`src/rtl/multiplexor_display_7seg_pkg.sv`:
```
// Shared definitions for the multiplexed 7-segment display driver.
//   - estado_t    : state encoding of the binary-to-BCD converter FSM
//   - SEG_APAGADO : all segments and dp off (active-low)
//   - SEG_GUION   : only segment g lit, dp off (overflow dash)
//   - seg_de_bcd  : BCD digit -> segments a..g, active-low; codes 10-15 blank
package pkg_display7seg;

  typedef enum logic {
    REPOSO    = 1'b0,
    CONVIERTE = 1'b1
  } estado_t;

  localparam logic [7:0] SEG_APAGADO = 8'hFF;
  localparam logic [7:0] SEG_GUION   = 8'hFD;

  // Result bit 6 = a ... bit 0 = g, 0 lights the segment.
  function automatic logic [6:0] seg_de_bcd(input logic [3:0] d);
    case (d)
      4'd0:    seg_de_bcd = 7'b0000001;
      4'd1:    seg_de_bcd = 7'b1001111;
      4'd2:    seg_de_bcd = 7'b0010010;
      4'd3:    seg_de_bcd = 7'b0000110;
      4'd4:    seg_de_bcd = 7'b1001100;
      4'd5:    seg_de_bcd = 7'b0100100;
      4'd6:    seg_de_bcd = 7'b0100000;
      4'd7:    seg_de_bcd = 7'b0001111;
      4'd8:    seg_de_bcd = 7'b0000000;
      4'd9:    seg_de_bcd = 7'b0000100;
      default: seg_de_bcd = 7'b1111111;
    endcase
  endfunction

endpackage

```
`src/rtl/multiplexor_display_7seg_conversor.sv`:
```
// Sequential binary-to-BCD converter (double-dabble, one iteration per clock).
//   clk      : system clock, rising edge
//   reset    : asynchronous, active-high
//   inicio   : start strobe, honoured only while idle
//   bin      : binary value, captured on an accepted inicio
//   bcd      : DIGITS BCD nibbles; valid in the cycle fin is high
//   desborde : captured value does not fit in DIGITS decimal digits
//   fin      : high during the cycle whose closing edge completes the last iteration
//   ocupado  : conversion in progress
module conversor_bin_bcd
  import pkg_display7seg::*;
#(
  parameter int WIDTH  = 14,
  parameter int DIGITS = 4
) (
  input  logic                  clk,
  input  logic                  reset,
  input  logic                  inicio,
  input  logic [WIDTH-1:0]      bin,
  output logic [4*DIGITS-1:0]   bcd,
  output logic                  desborde,
  output logic                  fin,
  output logic                  ocupado
);

  localparam int         SR_W   = WIDTH + 4 * DIGITS;
  localparam int         CNT_W  = $clog2(WIDTH + 1);
  localparam logic [63:0] LIMITE = 64'(10 ** DIGITS);

  estado_t              estado_q;
  logic [SR_W-1:0]      sr_q;
  logic [CNT_W-1:0]     cnt_q;
  logic                 desb_q;
  logic [SR_W-1:0]      sr_aj;
  logic [SR_W-1:0]      sr_d;

  // Add-3 correction on every BCD nibble, then shift the whole register.
  always_comb begin
    // NOTE: assigning a default before any conditional keeps always_comb free of latches.
    sr_aj = sr_q;
    for (int i = 0; i < DIGITS; i++) begin
      if (sr_q[WIDTH + 4*i +: 4] >= 4'd5)
        sr_aj[WIDTH + 4*i +: 4] = sr_q[WIDTH + 4*i +: 4] + 4'd3;
    end
    sr_d = {sr_aj[SR_W-2:0], 1'b0};
  end

  // The final shifted value is exposed combinationally so the display
  // register can load it on the same edge that ends the conversion.
  assign fin      = (estado_q == CONVIERTE) && (cnt_q == CNT_W'(WIDTH - 1));
  assign bcd      = sr_d[SR_W-1 -: 4*DIGITS];
  assign desborde = desb_q;
  assign ocupado  = (estado_q == CONVIERTE);

  always_ff @(posedge clk or posedge reset) begin
    if (reset) begin
      // NOTE: sequential state uses non-blocking assignments so every register samples pre-edge values.
      estado_q <= REPOSO;
      sr_q     <= '0;
      cnt_q    <= '0;
      desb_q   <= 1'b0;
    end else begin
      case (estado_q)
        REPOSO: begin
          if (inicio) begin
            sr_q     <= {{(4*DIGITS){1'b0}}, bin};
            cnt_q    <= '0;
            desb_q   <= (64'(bin) >= LIMITE);
            estado_q <= CONVIERTE;
          end
        end
        CONVIERTE: begin
          sr_q  <= sr_d;
          cnt_q <= cnt_q + 1'b1;
          if (fin) estado_q <= REPOSO;
        end
        default: estado_q <= REPOSO;
      endcase
    end
  end

endmodule

```
`src/rtl/multiplexor_display_7seg.sv`:
```
// Multiplexed common-anode 7-segment display driver.
//   clk     : system clock, rising edge
//   reset   : asynchronous, active-high
//   valor   : unsigned value to display, sampled on an accepted cargar
//   cargar  : load strobe, accepted only while ocupado=0
//   punto   : per-digit decimal-point mask, sampled live
//   ocupado : conversion in progress
//   listo   : one-cycle pulse when the displayed value updates
//   catodos : segments active-low, bit7=a .. bit1=g, bit0=dp
//   anodos  : digit enables active-low, bit DIGITS-1 = leftmost digit
module multiplexor_display_7seg
  import pkg_display7seg::*;
#(
  parameter int DIGITS   = 4,
  parameter int WIDTH    = 14,
  parameter int SCAN_DIV = 50000,
  parameter bit BLANK_LZ = 1'b1
) (
  input  logic              clk,
  input  logic              reset,
  input  logic [WIDTH-1:0]  valor,
  input  logic              cargar,
  input  logic [DIGITS-1:0] punto,
  output logic              ocupado,
  output logic              listo,
  output logic [7:0]        catodos,
  output logic [DIGITS-1:0] anodos
);

  localparam int PRE_W = $clog2(SCAN_DIV);
  localparam int IDX_W = (DIGITS > 1) ? $clog2(DIGITS) : 1;

  logic [4*DIGITS-1:0] bcd;
  logic                desborde;
  logic                fin;

  logic [PRE_W-1:0]    pre_q;
  logic [IDX_W-1:0]    idx_q;
  logic                activo_q;
  logic [4*DIGITS-1:0] disp_q;
  logic                ovf_q;
  logic                listo_q;
  logic [7:0]          catodos_q;
  logic [DIGITS-1:0]   anodos_q;

  logic                wrap;
  logic [3:0]          digito;
  logic                todo_cero;
  logic                blanco;
  logic [6:0]          seg;
  logic [7:0]          catodos_d;
  logic [DIGITS-1:0]   anodos_d;

  conversor_bin_bcd #(
    .WIDTH  (WIDTH),
    .DIGITS (DIGITS)
  ) u_conversor (
    .clk      (clk),
    .reset    (reset),
    .inicio   (cargar),
    .bin      (valor),
    .bcd      (bcd),
    .desborde (desborde),
    .fin      (fin),
    .ocupado  (ocupado)
  );

  assign wrap = (pre_q == PRE_W'(SCAN_DIV - 1));

  // A digit is a leading zero when it and every more significant digit are zero.
  always_comb begin
    digito    = disp_q[4*idx_q +: 4];
    todo_cero = 1'b1;
    for (int j = 0; j < DIGITS; j++) begin
      if ((IDX_W'(j) >= idx_q) && (disp_q[4*j +: 4] != 4'd0)) todo_cero = 1'b0;
    end
    blanco = BLANK_LZ && (idx_q != '0) && todo_cero;
    if (ovf_q)       seg = SEG_GUION[7:1];
    else if (blanco) seg = SEG_APAGADO[7:1];
    else             seg = seg_de_bcd(digito);
    catodos_d = {seg, ~punto[idx_q]};
    anodos_d  = ~(DIGITS'(1) << idx_q);
  end

  always_ff @(posedge clk or posedge reset) begin
    if (reset) begin
      pre_q     <= '0;
      idx_q     <= IDX_W'(DIGITS - 1);
      activo_q  <= 1'b0;
      disp_q    <= '0;
      ovf_q     <= 1'b0;
      listo_q   <= 1'b0;
      catodos_q <= SEG_APAGADO;
      anodos_q  <= '1;
    end else begin
      pre_q <= wrap ? '0 : pre_q + 1'b1;

      // The first wrap only enables scanning so the leftmost digit lights first.
      if (wrap) begin
        activo_q <= 1'b1;
        if (activo_q)
          idx_q <= (idx_q == '0) ? IDX_W'(DIGITS - 1) : idx_q - 1'b1;
      end

      listo_q <= fin;
      if (fin) begin
        disp_q <= bcd;
        ovf_q  <= desborde;
      end

      if (activo_q) begin
        catodos_q <= catodos_d;
        anodos_q  <= anodos_d;
      end
    end
  end

  assign listo   = listo_q;
  assign catodos = catodos_q;
  assign anodos  = anodos_q;

endmodule

```
`config.mk`:
```
export PLATFORM = sky130hd
export DESIGN_NAME = multiplexor_display_7seg
export DESIGN_NICKNAME = d
export VERILOG_FILES = /design/src/rtl/multiplexor_display_7seg_pkg.sv /design/src/rtl/multiplexor_display_7seg_conversor.sv /design/src/rtl/multiplexor_display_7seg.sv
export SDC_FILE = /design/constraint.sdc
export NUM_CORES = 1
export LEC_CHECK = 0
export BUFFER_PORTS_ARGS = -buffer_cell sky130_fd_sc_hd__buf_2
export CORE_UTILIZATION = 40
export DETAILED_ROUTE_END_ITERATION = 12
export SKIP_CTS_REPAIR_TIMING = 1
export SLEW_MARGIN = 10
export SYNTH_ARGS = -nofsm -noshare
export SYNTH_HDL_FRONTEND = slang
export SYNTH_SLANG_ARGS = --single-unit
```
`constraint.sdc`:
```
create_clock -name clk -period 5.8 [get_ports clk]
set_input_delay 1.16 -clock clk [delete_from_list [all_inputs] [get_ports clk]]
set_output_delay 1.16 -clock clk [all_outputs]
set_load 0.02 [all_outputs]
```
==> results_dict.tcl <==
set metrics [dict create \
    die_h_um 107 \
    setup_viol 0 \
    wl_met2_um 3560 \
    irDropWorstVdd_v 0.000154 \
    clock_latency_ns 0.36 \
    hp-start "pre_q[0]" \
    slew-limit-headroom_pct 27.1 \
    yosysMostFrequentCell "dfrtp_1" \
    synth_top_family_by_area "simple AND/OR/NAND/NOR gates" \
    finalSetupTns_ns 0 \
    syn_area_per_cell_um2 10.3 \
    period_minus_slack_ns 2.87 \
    gr-total-overflow 0 \
    synthAdderAreaFrac_pct 6.01 \
    syn_inst 423 \
    die-area_um2 11400 \
    cts_sinks 85 \
    max_cap_viol_count 0 \
    clockBufferDepth 2 \
    ff2ff_setup_slack_ns 3.04 \
    synth_top_area_share_pct 40.6 \
    synth_commonest_cells "dfrtp_1, nand2_1, o21ai_0" \
    hp-class "reg -> reg" \
    cts_buffers 9 \
    reg2reg_from "u_conversor.ocupado" \
    met1_length_um 4070 \
    worst_slack_ns 2.93 \
    drc_errors 0 \
    syn_to_final_growth_pct 10.8 \
    outcome "finished, final reports clean" \
    drive_gt1_share_pct 17.1 \
    fin_skew_ns 0.0128 \
    finalMaxSlewViolations 0 \
    highest_layer "met4" \
    critPathArrivalTime_ns 1.71 \
    start_kind "register" \
    synth_top_area_cell "dfrtp_1" \
    path_max_fanout 57 \
    antennaDiodeCount 0 \
    dieWidth_um 107 \
    core.rowCount 37 \
    grt_pass1_wl_um 14100 \
    wl_met3_um 225 \
    crit_family "flip-flops" \
    rsz0062_at_grt "no" \
    wire_per_inst_um 13.5 \
    ant_nets 0 \
    routed_wl_um 8000 \
    vias 2961 \
    io_pins 35 \
    path_clk_slew_ns 0.08 \
    synth-main-ff-cell "dfrtp_1" \
    cts_tree "built" \
    crit_slowest_cell "dfrtp_2" \
    whs_path_depth 1 \
    initialDrtViolationCount 118 \
    yosys-top-cells-area "dfrtp_1, dfstp_2, mux2i_1" \
    p_per_area_nw_per_um2 413 \
    syn-cell-area_um2 4380 \
    grt_pass1_vias 2963 \
    gp_congestion 0.701 \
    path_class "reg -> out" \
    vias_per_cell 5.00 \
    max_freq_ghz 0.348 \
    crit_path_end_kind "primary output" \
    grt_util_all_layers_pct 15.8 \
    critical_path.cell_chain "buf_2" \
    layout.cells.non_filler 592 \
    htreeDepth 3 \
    synth-simple-area-share_pct 16.2 \
    placedCellCount 576 \
    syn_nets 465 \
    dp_worst_setup_slack_ns 3.03 \
    worstRegToRegCells 4 \
    synth.distinct_cells 43 \
    synth-compound-area-share_pct 10.3 \
    synth_edf_count 0 \
    hold_viol 0 \
    synthArstFlopShare_pct 100 \
    synth.area.mux_share_pct 11.4 \
    antenna_found_initial 0 \
    max_stage_delay_ns 1.03 \
    ys_seq_elements 85 \
    synthXorXnorAreaFrac_pct 3.40 \
    root_buffer "clkbuf_8" \
    power_mw 2.00 \
    drt_pass1_iterations 4 \
    reg2reg_to "ovf_q" \
    finalCritPeriodShare_pct 49.6 \
    cellLeakagePower_nw 2.29 \
    cp.required_ns 4.64 \
    tightest_slew_ns 1.09 \
    coreArea_um2 10500 \
    dp_hpwl_um 5570 \
    min_to "pre_q[0]" \
    io_buffers 34 \
    yosys_warnings 0 \
    yosysSeqAreaShare_pct 49.0 \
    layout.nets 493 \
    grt_max_degree 58 \
    start_util_pct 41.8 \
    cp_num_buf_inv 1 \
]
kinds of logic after synthesis:
kind of cell,Yosys count
multiplexers,42
flip-flops,85
adder cells (fa/ha/maj),21
buffers and inverters,39
XOR/XNOR,17
AO/OA/AOI/OAI,78
AND/OR/NAND/NOR,141
stage by stage:
step / hold slack (ns) / instance area, um2 / util, %
global route: 0.495 / 4850 / 46.3
finish: 0.450 / 4850 / 46.3
detailed placement: 0.444 / 4640 / 44.4
CTS: 0.454 / 4850 / 46.3
global placement: 0.436 / 4640 / 44.4
floorplan: 0.424 / 4380 / -
routing by layer:
metal	vias up	global-route usage (%)
met1	1396	21.4
li1	1511	-
met2	43	24.7
met3	11	2.74
met5	-	0
met4	0	7.05
flip-flops by register name, indices dropped and copies added, names as in the netlist, 2 cells and up:
signal	cells
idx_q	2
pre_q	16
u_conversor.cnt_q	4
catodos	8
disp_q	16
anodos	4
u_conversor.sr_q	30
layout by cell type, fill, tap and decap left out, types with 3 or more instances in the layout:
cell type | netlist | layout
nand2b_1 | 19 | 19
a31oi_1 | 4 | 4
inv_1 | 20 | 19
nor2b_1 | 3 | 3
nor2_1 | 26 | 26
mux2i_1 | 32 | 32
nor3b_1 | 10 | 10
dfrtp_1 | 71 | 70
a21oi_1 | 18 | 18
xnor2_1 | 8 | 8
buf_2 | 2 | 34
clkinv_2 | 0 | 3
o31ai_1 | 3 | 3
nand3_1 | 9 | 9
dfstp_2 | 14 | 14
xor2_1 | 9 | 9
nand2_1 | 52 | 52
mux2_2 | 4 | 4
nor4_1 | 4 | 4
o21ai_0 | 44 | 44
nand4_1 | 6 | 6
ha_1 | 21 | 21
mux4_2 | 3 | 3
clkbuf_8 | 0 | 11
worst max-delay path by stage:
stage | start | slack [ns] | end | cells past startpoint
after global routing | u_conversor.ocupado | 2.58 | ovf_q | 4
after CTS | u_conversor.ocupado | 2.90 | ocupado | 1
after detailed placement | u_conversor.ocupado | 3.03 | ovf_q | 4
after floorplan | reset | 2.47 | activo_q | 1
after global placement | u_conversor.ocupado | 3.09 | u_conversor.ocupado | 3
final | u_conversor.ocupado | 2.93 | ocupado | 1
final cells by class:
cell class / instances / area (um2)
Multi-Input combinational cell: 299 / 2070
Fill cell: 1034 / 5620
Sequential cell: 85 / 2150
Clock inverter: 4 / 47.5
Tap cell: 136 / 170
Timing Repair Buffer: 36 / 185
Inverter: 20 / 76.3
Clock buffer: 12 / 155
power breakdown:
part | total, mW | internal (mW) | switching [mW] | leakage [nW]
Clock | 0.431 | 0.221 | 0.209 | 0.102
Combinational | 0.655 | 0.310 | 0.345 | 1.12
Sequential | 0.914 | 0.749 | 0.165 | 1.06
No activity file was read; power rests on OpenSTA's default activity.
